==> config.mk <==
export PLATFORM = sky130hd
export DESIGN_NAME = weight_pad_reader
export DESIGN_NICKNAME = d
export VERILOG_FILES = /design/src/rtl/weight_pad_reader.sv
export SDC_FILE = /design/constraint.sdc
export NUM_CORES = 1
export LEC_CHECK = 0
export CAP_MARGIN = 20
export CORE_UTILIZATION = 59
export DETAILED_ROUTE_END_ITERATION = 8
export GPL_TIMING_DRIVEN = 0
export PLACE_DENSITY = 0.86
export SYNTH_ARGS = -nofsm -noshare
export SYNTH_HDL_FRONTEND = slang
export SYNTH_SLANG_ARGS = --single-unit
export TNS_END_PERCENT = 30
==> constraint.sdc <==
create_clock -name clk_i -period 6 [get_ports clk_i]
set_clock_uncertainty 0.05 [all_clocks]
set_input_delay 0.6 -clock clk_i [delete_from_list [all_inputs] [get_ports clk_i]]
set_output_delay 0.6 -clock clk_i [all_outputs]
set_load 0.01 [all_outputs]
==> src/rtl/weight_pad_reader.sv <==
// rtl/weight_pad_reader.sv - weight scratch-pad read side: gated address issue, 2-entry skid, valid/ready out
module weight_pad_reader #(
  parameter int DATA_WIDTH         = 16,
  parameter int ADDRESSWIDTH_W_PAD = 8,
  parameter int ADDRESSWIDTH_F_PAD = 8
) (
  input  logic                          clk_i,
  input  logic                          rst_i,
  input  logic                          read_start_i,
  input  logic [ADDRESSWIDTH_W_PAD-1:0] weight_num_i,
  input  logic [ADDRESSWIDTH_F_PAD-1:0] pixel_num_i,
  input  logic [ADDRESSWIDTH_W_PAD-1:0] wr_addr_i,
  input  logic                          load_done_i,
  output logic [ADDRESSWIDTH_W_PAD-1:0] raddra_filter_o,
  input  logic [DATA_WIDTH-1:0]         weight_rd_data_i,
  output logic [ADDRESSWIDTH_W_PAD-1:0] base_address_o,
  output logic [DATA_WIDTH-1:0]         weight_out_o,
  output logic                          weight_out_valid_o,
  input  logic                          weight_out_ready_i,
  output logic                          pixel_done_o,
  output logic                          read_finish_o,
  output logic                          read_busy_o
);

  localparam int AW = ADDRESSWIDTH_W_PAD;
  localparam int FW = ADDRESSWIDTH_F_PAD;
  localparam int DW = DATA_WIDTH;

  typedef enum logic [1:0] {IDLE, READ, DRAIN, DONE} state_t;

  state_t          state_q, state_d;
  logic [AW-1:0]   wnum_q, wnum_d, w_cnt_q, w_cnt_d, raddra_q, raddra_d;
  logic [FW-1:0]   pnum_q, pnum_d, p_cnt_q, p_cnt_d;
  logic            busy_q, busy_d;
  logic            inflight_q, inflight_d, infl_last_q, infl_last_d;
  logic [AW-1:0]   infl_addr_q, infl_addr_d;
  logic [DW-1:0]   skid_data_q [2];
  logic [AW-1:0]   skid_addr_q [2];
  logic            skid_last_q [2];
  logic            wr_ptr_q, wr_ptr_d, rd_ptr_q, rd_ptr_d;
  logic [1:0]      cnt_q, cnt_d;

  logic            accept, issue, gate_ok, credit_ok, last_w, last_p, drain_done;
  logic            head_valid, head_last, pop, push, pop_store;
  logic [DW-1:0]   head_data;
  logic [AW-1:0]   head_addr;
  logic [2:0]      occ;

  // Occupancy counts stored entries plus the read whose data arrives next cycle.
  assign occ        = {1'b0, cnt_q} + {2'b00, inflight_q};
  assign credit_ok  = occ < 3'd2;
  assign gate_ok    = load_done_i || (w_cnt_q < wr_addr_i);
  assign last_w     = (w_cnt_q == wnum_q - AW'(1));
  assign last_p     = (p_cnt_q == pnum_q - FW'(1));

  // Empty skid: the arriving pad data bypasses straight to the output head.
  assign head_valid = (cnt_q != 2'd0) || inflight_q;
  assign head_data  = (cnt_q != 2'd0) ? skid_data_q[rd_ptr_q] : weight_rd_data_i;
  assign head_addr  = (cnt_q != 2'd0) ? skid_addr_q[rd_ptr_q] : infl_addr_q;
  assign head_last  = (cnt_q != 2'd0) ? skid_last_q[rd_ptr_q] : infl_last_q;
  assign pop        = head_valid && weight_out_ready_i;
  assign push       = inflight_q && !((cnt_q == 2'd0) && pop);
  assign pop_store  = pop && (cnt_q != 2'd0);
  assign drain_done = (occ == {2'b00, pop});

  always_ff @(posedge clk_i or posedge rst_i) begin
    if (rst_i) state_q <= IDLE;
    else       state_q <= state_d;
  end

  always_comb begin
    state_d = state_q;
    case (state_q)
      IDLE:    if (read_start_i)
                 state_d = ((weight_num_i == '0) || (pixel_num_i == '0)) ? DRAIN : READ;
      READ:    if (issue && last_w && last_p) state_d = DRAIN;
      DRAIN:   if (drain_done) state_d = DONE;
      DONE:    state_d = IDLE;
      default: state_d = IDLE;
    endcase
  end

  always_comb begin
    accept        = (state_q == IDLE) && read_start_i;
    issue         = (state_q == READ) && credit_ok && gate_ok;
    read_finish_o = (state_q == DONE);
  end

  always_comb begin
    wnum_d      = wnum_q;
    pnum_d      = pnum_q;
    w_cnt_d     = w_cnt_q;
    p_cnt_d     = p_cnt_q;
    raddra_d    = raddra_q;
    busy_d      = busy_q;
    inflight_d  = issue;
    infl_addr_d = infl_addr_q;
    infl_last_d = infl_last_q;
    if (accept) begin
      wnum_d  = weight_num_i;
      pnum_d  = pixel_num_i;
      w_cnt_d = '0;
      p_cnt_d = '0;
      busy_d  = 1'b1;
    end
    if (state_q == DONE) busy_d = 1'b0;
    if (issue) begin
      raddra_d    = w_cnt_q;
      infl_addr_d = w_cnt_q;
      infl_last_d = last_w;
      if (last_w) begin
        w_cnt_d = '0;
        p_cnt_d = p_cnt_q + FW'(1);
      end else begin
        w_cnt_d = w_cnt_q + AW'(1);
      end
    end
    cnt_d    = cnt_q + {1'b0, push} - {1'b0, pop_store};
    wr_ptr_d = wr_ptr_q ^ push;
    rd_ptr_d = rd_ptr_q ^ pop_store;
  end

  always_ff @(posedge clk_i or posedge rst_i) begin
    if (rst_i) begin
      wnum_q      <= '0;
      pnum_q      <= '0;
      w_cnt_q     <= '0;
      p_cnt_q     <= '0;
      raddra_q    <= '0;
      busy_q      <= 1'b0;
      inflight_q  <= 1'b0;
      infl_addr_q <= '0;
      infl_last_q <= 1'b0;
      cnt_q       <= '0;
      wr_ptr_q    <= 1'b0;
      rd_ptr_q    <= 1'b0;
    end else begin
      wnum_q      <= wnum_d;
      pnum_q      <= pnum_d;
      w_cnt_q     <= w_cnt_d;
      p_cnt_q     <= p_cnt_d;
      raddra_q    <= raddra_d;
      busy_q      <= busy_d;
      inflight_q  <= inflight_d;
      infl_addr_q <= infl_addr_d;
      infl_last_q <= infl_last_d;
      cnt_q       <= cnt_d;
      wr_ptr_q    <= wr_ptr_d;
      rd_ptr_q    <= rd_ptr_d;
    end
  end

  always_ff @(posedge clk_i or posedge rst_i) begin
    if (rst_i) begin
      skid_data_q[0] <= '0;
      skid_data_q[1] <= '0;
      skid_addr_q[0] <= '0;
      skid_addr_q[1] <= '0;
      skid_last_q[0] <= 1'b0;
      skid_last_q[1] <= 1'b0;
    end else if (push) begin
      skid_data_q[wr_ptr_q] <= weight_rd_data_i;
      skid_addr_q[wr_ptr_q] <= infl_addr_q;
      skid_last_q[wr_ptr_q] <= infl_last_q;
    end
  end

  assign raddra_filter_o    = raddra_q;
  assign weight_out_valid_o = head_valid;
  assign weight_out_o       = head_valid ? head_data : '0;
  assign base_address_o     = head_valid ? head_addr : '0;
  assign pixel_done_o       = pop && head_last;
  assign read_busy_o        = busy_q;

endmodule
---- After elaboration in Yosys (flattened, before gate mapping) ----
Cells that the tools add are included.
storage, ports and cells
  flip-flop bits (word level) ............. 99
  logic and storage cells ................. 102
  output and inout port bits .............. 36
  input bits .............................. 45
cells by class
  reductions and logical operators ........ 23
  bitwise logic cells ..................... 4
  equal/unequal tests ..................... 9
  add/sub/neg operators ................... 7
  order comparisons ....................... 5
  multiplexer cells ....................... 36
operators with widths
  operator             count
  $mux 16              6
  $mux 8               12
  $bwmux 32            1
  $add 8x1->8 const B  2
  $bwmux 16            1
  $demux 16 s1         1
  $eq 8x8->1           2
  $logic_not 8->1      2
  $sub 8x1->8 const B  2
  $logic_and 1x1->1    11
  $demux 8 s1          1
  $lt 8x8->1           1
  $mux 2               4
  $pmux 2 s4           1
  $mux 1               7
  $ne 2x2->1 const B   3
  $reduce_bool 2->1    3
  $eq 2x2->1 const B   2
  $ge 2x2->1 const B   2
  $logic_not 2->1      2
  $not 1->2            2
  $add 2x1->3          1
  $eq 3x1->1           1
  $logic_or 1x1->1     3
  other kinds (10)     11

---- Logic depth before layout (Yosys ltp) ----
  depth after elaboration ................. 8
  gate-level depth with buffers ........... 11
  mapped depth without buffers ............ 9

---- Least setup slack after synthesis ----
OpenSTA, ideal clock, no wires.
  path type ............................... in2reg
  start ................................... in wr_addr_i[6]
  end ..................................... reg w_cnt_q[6]
  data required time ...................... 5868 ps
  path buffers ............................ 1
  path slack .............................. 3381 ps
  setup time .............................. 82 ps
  stages .................................. 10
  arrival time ............................ 2487 ps
  cell sequence ........................... inv_1 ha_1 a21o_1 a21oi_1 o2111ai_1 a31oi_2 a21boi_1 clkbuf_1 a41oi_1 a31oi_1
between the ends
  word-level cells in the longest chain between the ends .. 4
  elaborated cells between the ends (all ways) .. 5
  classes of those cells .................. order compare (1); mux (1); reduce/logical (3)
ends and longest elaborated chain
  item                                         line  RTL
  start, declared                              12    input logic [ADDRESSWIDTH_W_PAD-1:0] wr_addr_i,
  $lt 8x8->1 *                                 52    assign gate_ok = load_done_i || (w_cnt_q < wr_addr_i);
  $logic_or 1x1->1 *                           52
  $logic_and 1x1->1 *                          85    issue = (state_q == READ) && credit_ok && gate_ok;
  $mux 8 or $reduce_bool 2->1 (tied branches)  n/a
  end signal, assigned                         140   w_cnt_q <= w_cnt_d;
  end, declared                                32    logic [AW-1:0] wnum_q, wnum_d, w_cnt_q, w_cnt_d, raddra_q, raddra_d;
Every way passes the cells marked *; elsewhere a longest branch is shown, timed or not.
A chain may end at the register's enable or synchronous reset.

---- Worst setup path after layout ----
  start ................................... reg rd_ptr_q
  end ..................................... out weight_out_o[10]
between the ends
  word-level cells in the longest chain between the ends .. 6
ends and longest elaborated chain
  item                                        line  RTL
  start, declared                             40    logic wr_ptr_q, wr_ptr_d, rd_ptr_q, rd_ptr_d;
  start signal, assigned                      149   rd_ptr_q <= rd_ptr_d;
  $not 1->2 (not written as such)             58    assign head_data = (cnt_q != 2'd0) ? skid_data_q[rd_ptr_q] : weight_rd_data_i;
  $mux 16 (not written as such) (3 in a row)  58
  $mux 16                                     58
  $mux 16                                     170   assign weight_out_o = head_valid ? head_data : '0;
  end, declared                               17    output logic [DATA_WIDTH-1:0] weight_out_o,
No other way between the ends. The select of a mux whose other input is x is not followed.

==> impl_metrics.yaml <==
power_and_ir_drop:
  power_density_nw_per_um2: 444.6
  p_leak_nw: 2.886
  vdd_ir_drop_max_uv: 205.9
clock_tree:
  clock_sinks: 99
  ctsLongestPathBuffers: 2
  cts_htree_levels: 3
  clock_insertion_delay_worst_skew_ns: 0.37
  cts.repair_timing.setup_buffer_count: 0
  tritoncts: "yes"
  cts.root.buffer_cell: "sky130_fd_sc_hd__clkbuf_8"
  holdBufCountCts: 0
  cts_buffers: 9
  clkSlewWorstSetupHoldPaths_ns: 0.10
  postCtsResizedCells: 0
placed_design:
  port_buffers: 80
  finalWeightedCongestion: 0.8211
  hpwl_um: 8470
timing:
  worst_slew_pin_slew_ns: 0.8226
  timing.max_slew.rel_slack: 0.4516
  fmaxAchievable_ghz: 0.2842
  layout_worst_path_cycle_share: 0.5865
  setup_repair_after_global_routing_missed_its_margin: "no"
  final-setup-viol-count: 0
  final_max_slew_viol_count: 0
  final.hold.worst_slack_ns: 0.4633
  finalCriticalPeriod_ns: 3.519
  hold_viol: 0
  setup-tns-final_ns: 0
synth:
  synth.area.top_cells: "sky130_fd_sc_hd__dfrtp_1 46%, sky130_fd_sc_hd__mux2_2 16%, sky130_fd_sc_hd__ha_1 5.3%"
  post-synth-top-area-fraction: 0.4605
  yosysWarnings: 0
  synth.distinct_cells: 51
  syn-num-nets: 552
  synthDominantAreaCellType: "sky130_fd_sc_hd__dfrtp_1"
  synth_area_per_cell_um2: 11.12
  netlist_area_um2: 5380
  syn_inst_count: 484
  synth_sequential_area_ratio: 0.4605
  edff_count_synth: 0
  postSynthRegisterBits: 99
  synthArstFlopShare: 1.000
  ys.flop_type: "sky130_fd_sc_hd__dfrtp_1"
route:
  dr.first_iter.drc_count: 165
  drt-wirelength-per-cell_um: 16.91
  route.final.wire_length_um: 11650
  num_vias: 4081
  vias_per_cell: 5.923
  final_antenna_net_count: 0
  drc: 0
  first_pass_iters: 4
global_route:
  grt_antenna_before_repair: 0
  grt_first_pass_wirelength_um: 19460
  grt_start_max_net_pins: 78
  globalRouteTotalUtil: 0.2532
  grt-ovfl-total: 0
  grt_pass1_vias: 4015
cells_and_area:
  layout_commonest_cell: "sky130_fd_sc_hd__dfrtp_1"
  flow.area_growth_from_synthesis_pct: 21.40
  postLayoutCoreUtil: 0.7453
  most_used_cells_in_the_layout_excluding_fill_and_tap_cells: "99 x sky130_fd_sc_hd__dfrtp_1, 80 x sky130_fd_sc_hd__clkdlybuf4s50_1, 75 x sky130_fd_sc_hd__mux2_2, 39 x sky130_fd_sc_hd__nand3_1, 33 x sky130_fd_sc_hd__o21ai_0"
  layout-drive-gt1-share: 0.1721
  nNetsFinal: 644
  antenna_cells: 0
run:
  maxCapViolCount: 0
die:
  fp.dieArea_um2: 9505
  floorplan.io_pins: 81
  floorplan.rows: 34
  die_height_um: 97.50
  start_util: 0.6139
  die_w_um: 97.50
  core_region_area_um2: 8763
worst_setup_path:
  crit_type: "reg -> out"
  worst-path-max-fanout: 10
  worstPathArrival_ns: 2.87
  path_cells: "clkbuf_1 -> buf_1 -> mux2i_1 -> o21ai_0 -> clkdlybuf4s50_1"
  worstSetupStartpointType: "register"
  crit_path_end_kind: "primary output"
  timing.critical_path.slowest_cell_delay_ns: 0.68
  timing.critical_path.slowest_stage_cell: "sky130_fd_sc_hd__buf_1"
  cp.required_ns: 5.35
worst_hold_path:
  hold_class: "reg -> reg"
run_status:
  run_status: "finished, final reports clean"
[Yosys cell counts (2+ instances only)]
cell and count:
sky130_fd_sc_hd__a211o_1 4, sky130_fd_sc_hd__a21o_1 3, sky130_fd_sc_hd__a21oi_1 10, sky130_fd_sc_hd__a31oi_1 7, sky130_fd_sc_hd__a41oi_1 4, sky130_fd_sc_hd__and2_1 4, sky130_fd_sc_hd__and3_1 5, sky130_fd_sc_hd__buf_1 6
sky130_fd_sc_hd__clkbuf_1 20, sky130_fd_sc_hd__dfrtp_1 99, sky130_fd_sc_hd__ha_1 23, sky130_fd_sc_hd__inv_1 25, sky130_fd_sc_hd__mux2_2 75, sky130_fd_sc_hd__mux2i_1 27, sky130_fd_sc_hd__nand2_1 13, sky130_fd_sc_hd__nand2b_1 7
sky130_fd_sc_hd__nand3_1 39, sky130_fd_sc_hd__nor2_1 12, sky130_fd_sc_hd__nor3_1 6, sky130_fd_sc_hd__nor3b_1 3, sky130_fd_sc_hd__nor4_1 6, sky130_fd_sc_hd__o21ai_0 33, sky130_fd_sc_hd__or3_1 2, sky130_fd_sc_hd__xnor2_1 16
sky130_fd_sc_hd__xor2_1 9
[power breakdown]
group / switching, W / internal, W / total (W)
registers: 0.000192 / 0.000900 / 0.00109
clock network: 0.000247 / 0.000160 / 0.000407
logic: 0.000671 / 0.000733 / 0.00140
total: 0.00111 / 0.00179 / 0.00290
[critical path: cells and delay by family (launching register included)]
family / cells / cell delay (ns)
DFF: 1 / 0.35
AOI/OAI and AO/OA: 1 / 0.27
buffers and inverters: 3 / 1.70
muxes: 1 / 0.18
[worst paths after layout]
kind	start	endpoint	slack, ns	cells past startpoint
worst max-delay path	rd_ptr_q$_DFF_PP0_	weight_out_o[10]	2.48	5
worst min-delay path	skid_addr_q[9]$_DFFE_PP0P_	skid_addr_q[9]$_DFFE_PP0P_	0.46	1
worst max register to register	w_cnt_q[6]$_DFFE_PP0P_	w_cnt_q[6]$_DFFE_PP0P_	3.00	9
worst min register to register	skid_addr_q[9]$_DFFE_PP0P_	skid_addr_q[9]$_DFFE_PP0P_	0.46	1
max in group asynchronous	rst_i	w_cnt_q[3]$_DFFE_PP0P_	4.76	3
min in group asynchronous	rst_i	pnum_q[4]$_DFFE_PP0P_	0.48	2
[per-layer routing]
layer,wire length [µm],track usage
met4,157,0.07353
met1,5261,0.3455
met5,0,0
met3,460,0.04029
met2,5772,0.4190
[logic make-up after synthesis]
kind of cell               after synthesis  share of synthesized area
DFF                                     99                     0.4605
and+or+nand+nor                        108                     0.1109
xor gates and xnor gates                25                    0.04070
buffers and inverters                   52                    0.03651
AOI/OAI and AO/OA                       74                    0.08791
adders and majority gates               23                    0.05349
muxes                                  103                     0.2100
[registers in the layout (all words and copies together), names as in the netlist]
name / count
cnt_q: 2
infl_addr_q: 8
infl_last_q: 1
inflight_q: 1
p_cnt_q: 8
pnum_q: 8
rd_ptr_q: 1
read_busy_o: 1
skid_addr_q: 16
skid_data_q: 32
skid_last_q: 2
state_q: 2
w_cnt_q: 8
wnum_q: 8
wr_ptr_q: 1
[area by class of cell]
class / instances / area (µm²)
Clock buffer: 10 / 127.6
Fill cell: 585 / 2232
Multi-Input combinational cell: 333 / 2706
Buffer: 27 / 102.6
Timing Repair Buffer: 81 / 828.3
Clock inverter: 6 / 57.56
Tap cell: 108 / 135.1
Inverter: 25 / 96.34
Sequential cell: 99 / 2477
[through the flow]
| stage | total power [W] | cells | instance area, µm² | worst slack, ns |
|---|---|---|---|---|
| global placement | 0.002427 | 672 | 6316 | 1.458 |
| CTS | 0.002912 | 689 | 6531 | 2.508 |
| detailed placement | 0.002502 | 673 | 6346 | 2.487 |
| global route | 0.003082 | 689 | 6531 | 2.336 |
| floorplan | 0.001993 | 484 | 5380 | 2.760 |
| finish | 0.002904 | 689 | 6531 | 2.481 |
(Power assumes the default switching activity.)
